File: src/rtl/if_fetch.sv
// if_fetch: instruction-fetch stage of the 16-bit pipeline.
// Owns the fetch PC and keeps at most one request outstanding to
// instruction memory. It drives the pc/instruction pair into the IF/ID
// register. A one-entry buffer catches a word that returns while IF/ID
// is stalled. A taken branch squashes the stage to NOP and redirects
// fetch.
//
// Ports:
//   clk            rising-edge clock
//   reset          asynchronous, active-high reset
//   stall          IF/ID stalled: hold pc/instruction
//   branch_taken   redirect fetch to branch_target, squash stage
//   branch_target  new fetch PC (word address)
//   imem_req       request valid (decoded from registered state only)
//   imem_addr      request word address
//   imem_ready     memory returns imem_rdata this cycle, completes request
//   imem_rdata     instruction word, valid with imem_ready
//   pc             PC of the word on instruction
//   instruction    instruction word, NOP for bubbles and flushes
//
// state    | meaning
// ---------+-----------------------------------------------------------
// S_RST    | first cycle after reset release, no request
// S_FETCH  | request outstanding at fetch_pc
// S_FULL   | buffer holds a word during stall, request suppressed
// S_DISCARD| redirected while a request was outstanding; the old request
//          | is completed and its data dropped

module if_fetch #(
   parameter logic [15:0] RESET_PC = 16'h0000,
   parameter logic [15:0] NOP      = 16'h0000
) (
   input  logic        clk,
   input  logic        reset,
   input  logic        stall,
   input  logic        branch_taken,
   input  logic [15:0] branch_target,
   output logic        imem_req,
   output logic [15:0] imem_addr,
   input  logic        imem_ready,
   input  logic [15:0] imem_rdata,
   output logic [15:0] pc,
   output logic [15:0] instruction
);

   typedef enum logic [1:0] {
      S_RST     = 2'd0,
      S_FETCH   = 2'd1,
      S_FULL    = 2'd2,
      S_DISCARD = 2'd3
   } state_t;

   state_t      state, state_d;
   logic [15:0] fetch_pc, fetch_pc_d;
   logic [15:0] req_addr, req_addr_d;
   logic        buf_valid, buf_valid_d;
   logic [15:0] buf_pc, buf_pc_d;
   logic [15:0] buf_instr, buf_instr_d;
   logic [15:0] pc_d, instr_d;

   always_ff @(posedge clk or posedge reset) begin
      if (reset) begin
         state       <= S_RST;
         fetch_pc    <= RESET_PC;
         req_addr    <= RESET_PC;
         buf_valid   <= 1'b0;
         buf_pc      <= RESET_PC;
         buf_instr   <= NOP;
         pc          <= RESET_PC;
         instruction <= NOP;
      end else begin
         state       <= state_d;
         fetch_pc    <= fetch_pc_d;
         req_addr    <= req_addr_d;
         buf_valid   <= buf_valid_d;
         buf_pc      <= buf_pc_d;
         buf_instr   <= buf_instr_d;
         pc          <= pc_d;
         instruction <= instr_d;
      end
   end

   always_comb begin
      state_d     = state;
      fetch_pc_d  = fetch_pc;
      buf_valid_d = buf_valid;
      buf_pc_d    = buf_pc;
      buf_instr_d = buf_instr;
      pc_d        = pc;
      instr_d     = instruction;

      if (branch_taken) begin
         instr_d     = NOP;
         fetch_pc_d  = branch_target;
         buf_valid_d = 1'b0;
         // An unfinished request must still be completed on the old address.
         if ((state == S_FETCH || state == S_DISCARD) && !imem_ready)
            state_d = S_DISCARD;
         else
            state_d = S_FETCH;
      end else if (stall) begin
         case (state)
            S_RST:   state_d = S_FETCH;
            S_FETCH: begin
               if (imem_ready) begin
                  buf_valid_d = 1'b1;
                  buf_pc_d    = fetch_pc;
                  buf_instr_d = imem_rdata;
                  fetch_pc_d  = fetch_pc + 16'd1;
                  state_d     = S_FULL;
               end
            end
            S_DISCARD: begin
               if (imem_ready)
                  state_d = S_FETCH;
            end
            default: ;
         endcase
      end else if (buf_valid) begin
         pc_d        = buf_pc;
         instr_d     = buf_instr;
         buf_valid_d = 1'b0;
         state_d     = S_FETCH;
      end else begin
         instr_d = NOP;
         case (state)
            S_RST:   state_d = S_FETCH;
            S_FETCH: begin
               if (imem_ready) begin
                  pc_d       = fetch_pc;
                  instr_d    = imem_rdata;
                  fetch_pc_d = fetch_pc + 16'd1;
               end
            end
            S_DISCARD: begin
               if (imem_ready)
                  state_d = S_FETCH;
            end
            default: state_d = S_FETCH;
         endcase
      end

      // While discarding, the address presented stays on the stale request.
      req_addr_d = (state_d == S_DISCARD) ? req_addr : fetch_pc_d;
   end

   assign imem_req  = (state == S_FETCH) || (state == S_DISCARD);
   assign imem_addr = req_addr;

endmodule

File: config.mk
export PLATFORM = sky130hd
export DESIGN_NAME = if_fetch
export DESIGN_NICKNAME = d
export VERILOG_FILES = /design/src/rtl/if_fetch.sv
export SDC_FILE = /design/constraint.sdc
export NUM_CORES = 1
export LEC_CHECK = 0
export CAP_MARGIN = 40
export CORE_MARGIN = 2
export CORE_UTILIZATION = 45
export DETAILED_ROUTE_END_ITERATION = 16
export GPL_ROUTABILITY_DRIVEN = 1
export PLACE_DENSITY = 0.71
export SLEW_MARGIN = 10
export SYNTH_ARGS = -nofsm -noshare
export SYNTH_HDL_FRONTEND = slang
export SYNTH_SLANG_ARGS = --single-unit
File: constraint.sdc
create_clock -name clk -period 3.55 [get_ports clk]
set_input_delay 0.71 -clock clk [delete_from_list [all_inputs] [get_ports clk]]
set_output_delay 0.71 -clock clk [all_outputs]
set_load 0.05 [all_outputs]
==> results of run 1 <==
==> where the power goes <==
group / internal [mW] / total (mW) / switching (mW)
combinational: 0.388 / 0.953 / 0.565
clock: 0.364 / 0.738 / 0.374
sequential: 1.36 / 1.49 / 0.138
total: 2.11 / 3.18 / 1.08
==> cell type report <==
type | count | area [µm²] | area share [%]
Timing Repair Buffer | 92 | 915.9 | 16.27
Inverter | 11 | 43.79 | 0.7781
Clock inverter | 4 | 48.80 | 0.8671
Clock buffer | 12 | 155.1 | 2.757
Tap cell | 133 | 166.4 | 2.957
Sequential cell | 99 | 2479 | 44.04
Multi-Input combinational cell | 255 | 1819 | 32.33
==> registers in the layout, indices dropped and copies added (netlist names) <==
signal       cells
buf_instr       16
buf_pc          16
buf_valid        1
fetch_pc        16
imem_addr       16
instruction     16
pc              16
state            2
==> layer usage <==
metal	vias to the layer above	GRT usage [%]
met2	86	30.02
met3	10	4.637
met1	1571	27.50
met5	-	0
li1	1513	-
met4	0	5.263
==> cell usage after synthesis, types with 2 or more instances <==
library cell / n / share of area (%)
dfrtp_1: 99 / 56
nand2_1: 50 / 4.2
mux2_2: 45 / 11
o21ai_0: 39 / 4.4
mux2i_1: 29 / 6.5
nor2_1: 16 / 1.3
clkbuf_1: 12 / 1.0
inv_1: 11 / 0.93
nand3_1: 11 / 1.2
a21oi_1: 10 / 1.1
buf_2: 9 / 1.0
xnor2_1: 9 / 1.8
nand4_1: 4 / 0.56
nor3_1: 4 / 0.45
a221o_1: 3 / 0.67
and3_1: 3 / 0.42
nor3b_1: 3 / 0.51
a221oi_1: 2 / 0.39
buf_6: 2 / 0.51
nand2b_1: 2 / 0.28
nor4_1: 2 / 0.28
o21ai_1: 2 / 0.22
xor2_1: 2 / 0.39
==> through the flow <==
stage	utilization, %	power (mW)	setup WS [ns]	area [µm²]	instances
2_1_floorplan	-	2.142	0.2496	4453	389
3_3_place_gp	56.01	2.451	0.7010	5424	590
3_5_place_dp	56.01	2.479	0.5997	5424	590
4_1_cts	58.11	3.219	0.9623	5628	606
5_1_grt	58.11	3.354	0.6673	5628	606
6_report	58.11	3.185	0.9000	5628	606
==> placed cells by master (no fill, tap or decap), types with 2 or more instances in the layout <==
| master | instances |
|---|---|
| nor2_1 | 15 |
| nand3_1 | 11 |
| o21ai_1 | 2 |
| mux2i_1 | 29 |
| a221o_1 | 3 |
| xor2_1 | 2 |
| xnor2_1 | 9 |
| clkdlybuf4s50_1 | 85 |
| a21oi_1 | 10 |
| o21ai_0 | 39 |
| dfrtp_1 | 98 |
| clkbuf_8 | 11 |
| a221oi_1 | 2 |
| nand4_1 | 4 |
| and3_1 | 3 |
| inv_1 | 10 |
| nor3_1 | 4 |
| buf_4 | 6 |
| nor4_1 | 2 |
| nor3b_1 | 3 |
| mux2_2 | 45 |
| nand2b_1 | 2 |
| clkinv_2 | 2 |
| nand2_1 | 50 |
==> worst paths after layout <==
kind | startpoint | endpoint | cells past startpoint | slack, ns
max reg2reg | fetch_pc[0]$_DFF_PP0_ | imem_addr[14]$_DFFE_PP0P_ | 6 | 1.38
max in group asynchronous | reset | pc[8]$_DFFE_PP0P_ | 3 | 2.08
max | stall | imem_addr[15]$_DFFE_PP0P_ | 6 | 0.90
min | instruction[7]$_DFFE_PP0N_ | instruction[7]$_DFFE_PP0N_ | 2 | 0.48
min in group asynchronous | reset | instruction[7]$_DFFE_PP0N_ | 2 | 0.78
min reg2reg | instruction[7]$_DFFE_PP0N_ | instruction[7]$_DFFE_PP0N_ | 2 | 0.48
==> worst max-delay path, stage by stage <==
cell,delay [ns]
clkdlybuf4s50_1,0.81
nor2b_4,0.13
nor3_1,0.54
nand4_1,0.19
xnor2_1,0.18
a221o_1,0.33
==> logic make-up (layout without fill, tap and decap cells) <==
group,Yosys count,in the layout,share of synthesized area (%)
AOI/OAI and AO/OA,62,62,8.205
and+or+nand+nor,107,107,12.25
muxes,74,74,17.90
buffers and inverters,35,119,3.568
DFF,99,99,55.63
adders and majority gates,1,1,0.2809
xor gates and xnor gates,11,11,2.164
==> results.cfg, run 1 <==
[outcome]
outcome = finished, final reports clean

[clock_network]
post_cts_resize_count = 0
post-cts-setup-buffers = 0
clock-root-buffer = clkbuf_8
cts_buffers = 9
cts_tree = done
clock_latency_ns = 0.36
cts.path.max_buffers = 2
htree_num_levels = 3
cts-hold-fix-buffers = 0
cts_sinks = 99
clkTransAtPathRegs_ns = 0.09

[yosys]
ys_ff_latch = 99
async_flop_share_pct = 100.0
synth-seq-area-share_pct = 55.63
syn_inst = 389
synth_edf_count = 0
ys_types = 43
synth_fp_nets = 427
synth-main-ff-cell = dfrtp_1
ys_warn_count = 0
netlist_area_um2 = 4453
synth.avg_cell_area_um2 = 11.45

[setup_path]
endpoint_kind = flip-flop
worstPathArrival_ns = 2.90
critPathLaunchType = input pin
critical_path_class = input pin to flip-flop
cp_max_fo = 14
critPathRequiredTime_ns = 3.80

[timing]
post-route-period-util_pct = 74.65
rsz0062_at_grt = no
period_needed_ns = 2.650
setup_viol = 0
maxSlewViolCount = 0
setup_tns_ns = 0
whs_ns = 0.4836
fin_worst_skew_ns = 0.007581
relSlewSlack_pct = 60.02
fmax_mhz = 377.4
hold_violations = 0
worst_pin_slew_ns = 0.5951

[placed_design]
gp_congestion = 0.8916
dp.final_hpwl_mm = 6.606
port-buffer-count = 85

[floorplanning]
dieArea_um2 = 10710
dieWidth_um = 103.5
initial_core_util_pct = 45.98
core-area_um2 = 9684
die_h_um = 103.5
io_pins = 86
row_count = 36

[layout]
areaGrowthSynthToFinish_pct = 26.38
fill_cells = 844
n_antenna_cell = 0
drive_gt1_share_pct = 16.28
nets = 506

[global_route]
first_global_vias = 3176
track_usage_pct = 19.38
grt_max_degree = 54
antenna_found_initial = 0
grt_first_pass_wirelength_mm = 15.86
gr-total-overflow = 0

[worst_hold_path]
hold_class = flip-flop to flip-flop

[route]
vias = 3180
drc_errors = 0
wl_met1_mm = 4.544
antenna_left = 0
routed_via_density = 5.248
route.met2.wl_mm = 4.463
met3_length_um = 524
dr.first_iter.drc_count = 122
dr.pass1.iters = 4
dr.max_layer_used = met4
wl_per_cell_um = 15.92
routed_wl_mm = 9.648

[job]
cap_violations = 0

[power]
peakVddDrop_mv = 0.3106
p_leak_nw = 2.320
power.density_nw_per_um2 = 565.9
(Power assumes the default switching activity.)
==> run 2: changes to the inputs <==
- PLACE_DENSITY: 0.71 -> 0.74
- clock period: 3.55 -> 2.4 ns (I/O delays scaled with it)
==> run 2 against run 1 <==
Worst hold slack improved by 0.00092 ns; setup slack got worse by 0.71 ns; flip-flop and latch count unchanged; critical path type is now flip-flop to primary output; highest routed layer unchanged.
==> results.cfg, run 2 (synthesis gave the netlist of run 1 again) <==
[outcome]
outcome = finished, final reports clean

[route]
dr.pass1.iters = 4
routed_wl_mm = 9.463
dr.first_iter.drc_count = 49
drc_errors = 0
antenna_left = 0
vias = 3231
wl_per_cell_um = 15.31
routed_via_density = 5.228

[job]
cap_violations = 0

[timing]
period_needed_ns = 2.206
hold_violations = 0
fin_ws_ns = 0.1940
fmax_mhz = 453.3
setup_tns_ns = 0
relSlewSlack_pct = 63.02
worst_pin_slew_ns = 0.5547
rsz0062_at_grt = no
post-route-period-util_pct = 91.92
setup_viol = 0
fin_worst_skew_ns = 0.01203
maxSlewViolCount = 0
whs_ns = 0.4845

[clock_network]
cts_tree = done
htree_num_levels = 3
cts_buffers = 9
clkTransAtPathRegs_ns = 0.10
post-cts-setup-buffers = 0
cts-hold-fix-buffers = 0
cts.path.max_buffers = 2
post_cts_resize_count = 0
cts_sinks = 99
clock-root-buffer = clkbuf_8
clock_latency_ns = 0.36

[worst_hold_path]
hold_class = flip-flop to flip-flop
min_to = instruction[13]$_DFFE_PP0N_
hp-start = instruction[13]$_DFFE_PP0N_
hold_depth = 2

[layout]
n_antenna_cell = 0
utilization_pct = 58.98
drive_gt1_share_pct = 18.14
design_area_um2 = 5712
nets = 518
areaGrowthSynthToFinish_pct = 28.27
final_common_cell = dfrtp_1
fill_cells = 848
final_cell_count_no_fill = 618
final_cell_mix = 98 x dfrtp_1, 85 x clkdlybuf4s50_1, 50 x nand2_1

[setup_path]
critical_path_class = flip-flop to primary output
crit_chain = clkdlybuf4s50_1
r2r_cells = 6
worst_r2r_endpoint = imem_addr[8]$_DFFE_PP0P_
endpoint_kind = primary output
critPathRequiredTime_ns = 1.92
worstPathArrival_ns = 1.73
critPathMaxStageDelay_ns = 0.88
path_delay_family = buffers and inverters
crit_slowest_cell = clkdlybuf4s50_1
ff2ff_setup_slack_ns = 0.39
critPathLaunchType = flip-flop
cp_max_fo = 7
r2r_start = fetch_pc[0]$_DFF_PP0_
cp_num_buf_inv = 1

[floorplanning]
io_pins = 86
dieWidth_um = 103.5
dieArea_um2 = 10710
initial_core_util_pct = 45.98
row_count = 36
core-area_um2 = 9684
die_h_um = 103.5

[global_route]
antenna_found_initial = 0
gr-total-overflow = 0
first_global_vias = 3211
grt_max_degree = 56
track_usage_pct = 18.65
grt_first_pass_wirelength_mm = 15.43

[placed_design]
gp_congestion = 0.8895
port-buffer-count = 85
dp.final_hpwl_mm = 6.759
pre_cts_slack_ns = 0.03983
place_inst = 602
placed_area_um2 = 5540

[power]
p_seq_share_pct = 48.2
peakVddDrop_mv = 0.4426
p_int_mw = 2.978
p_leak_nw = 2.354
swShare_pct = 35.03
power.density_nw_per_um2 = 802.6
clkPwrFrac_pct = 20.5
finalPower_mw = 4.585
p_switching_mw = 1.606
p_comb_share_pct = 31.3
## run 2: cell count changes in the layout (fill, tap and decap cells not counted), moves of 2 or more
| cell | delta |
|---|---|
| buf_12 | +2 |
| clkinvlp_4 | +4 |
| buf_4 | +10 |
| clkinv_2 | -2 |
| clkbuf_8 | -2 |
## run 2: layout make-up
| type | count | area (µm²) | area share [%] |
|---|---|---|---|
| sequential | 99 | 2479 | 43.40 |
| multi-input combinational | 255 | 1819 | 31.85 |
| clock buffer | 11 | 131.4 | 2.300 |
| tap | 133 | 166.4 | 2.913 |
| inverter | 11 | 45.04 | 0.7886 |
| timing repair buffer | 104 | 1031 | 18.05 |
| clock inverter | 5 | 40.04 | 0.7010 |
## run 2: worst max-delay path by stage
stage,start,endpoint,slack [ns],cells past startpoint
global route,state[0]$_DFF_PP0_,imem_req,0.12,1
CTS,state[0]$_DFF_PP0_,imem_req,0.18,1
floorplan,buf_valid$_DFFE_PP0P_,imem_addr[15]$_DFFE_PP0P_,0.58,7
detailed placement,imem_ready,imem_addr[15]$_DFFE_PP0P_,0.04,6
global placement,imem_ready,imem_addr[15]$_DFFE_PP0P_,0.06,6
finish,state[0]$_DFF_PP0_,imem_req,0.19,1
## run 2: power groups by stage
stage / Combinational, mW / Clock, mW / Sequential [mW]
final: 1.43 / 0.940 / 2.21
after global placement: 1.42 / 0 / 2.23
after floorplan: 0.490 / 0 / 2.68
after detailed placement: 1.44 / 0 / 2.25
after global routing: 1.53 / 1.03 / 2.26
after CTS: 1.45 / 0.976 / 2.22
## run 2: per-layer routing
layer | wire length (µm) | track usage, % | vias up
met2 | 4400 | 29.03 | 97
met5 | 0 | 0 | -
met3 | 542 | 4.839 | 15
met4 | 155 | 6.073 | 0
met1 | 4365 | 25.66 | 1581
li1 | - | - | 1538
==> run 3: changes to the inputs <==
- SETUP_SLACK_MARGIN: not set -> 0.05
==> results of run 3 <==
Same layout as run 2: the final DEF is identical, and so are final timing and power.
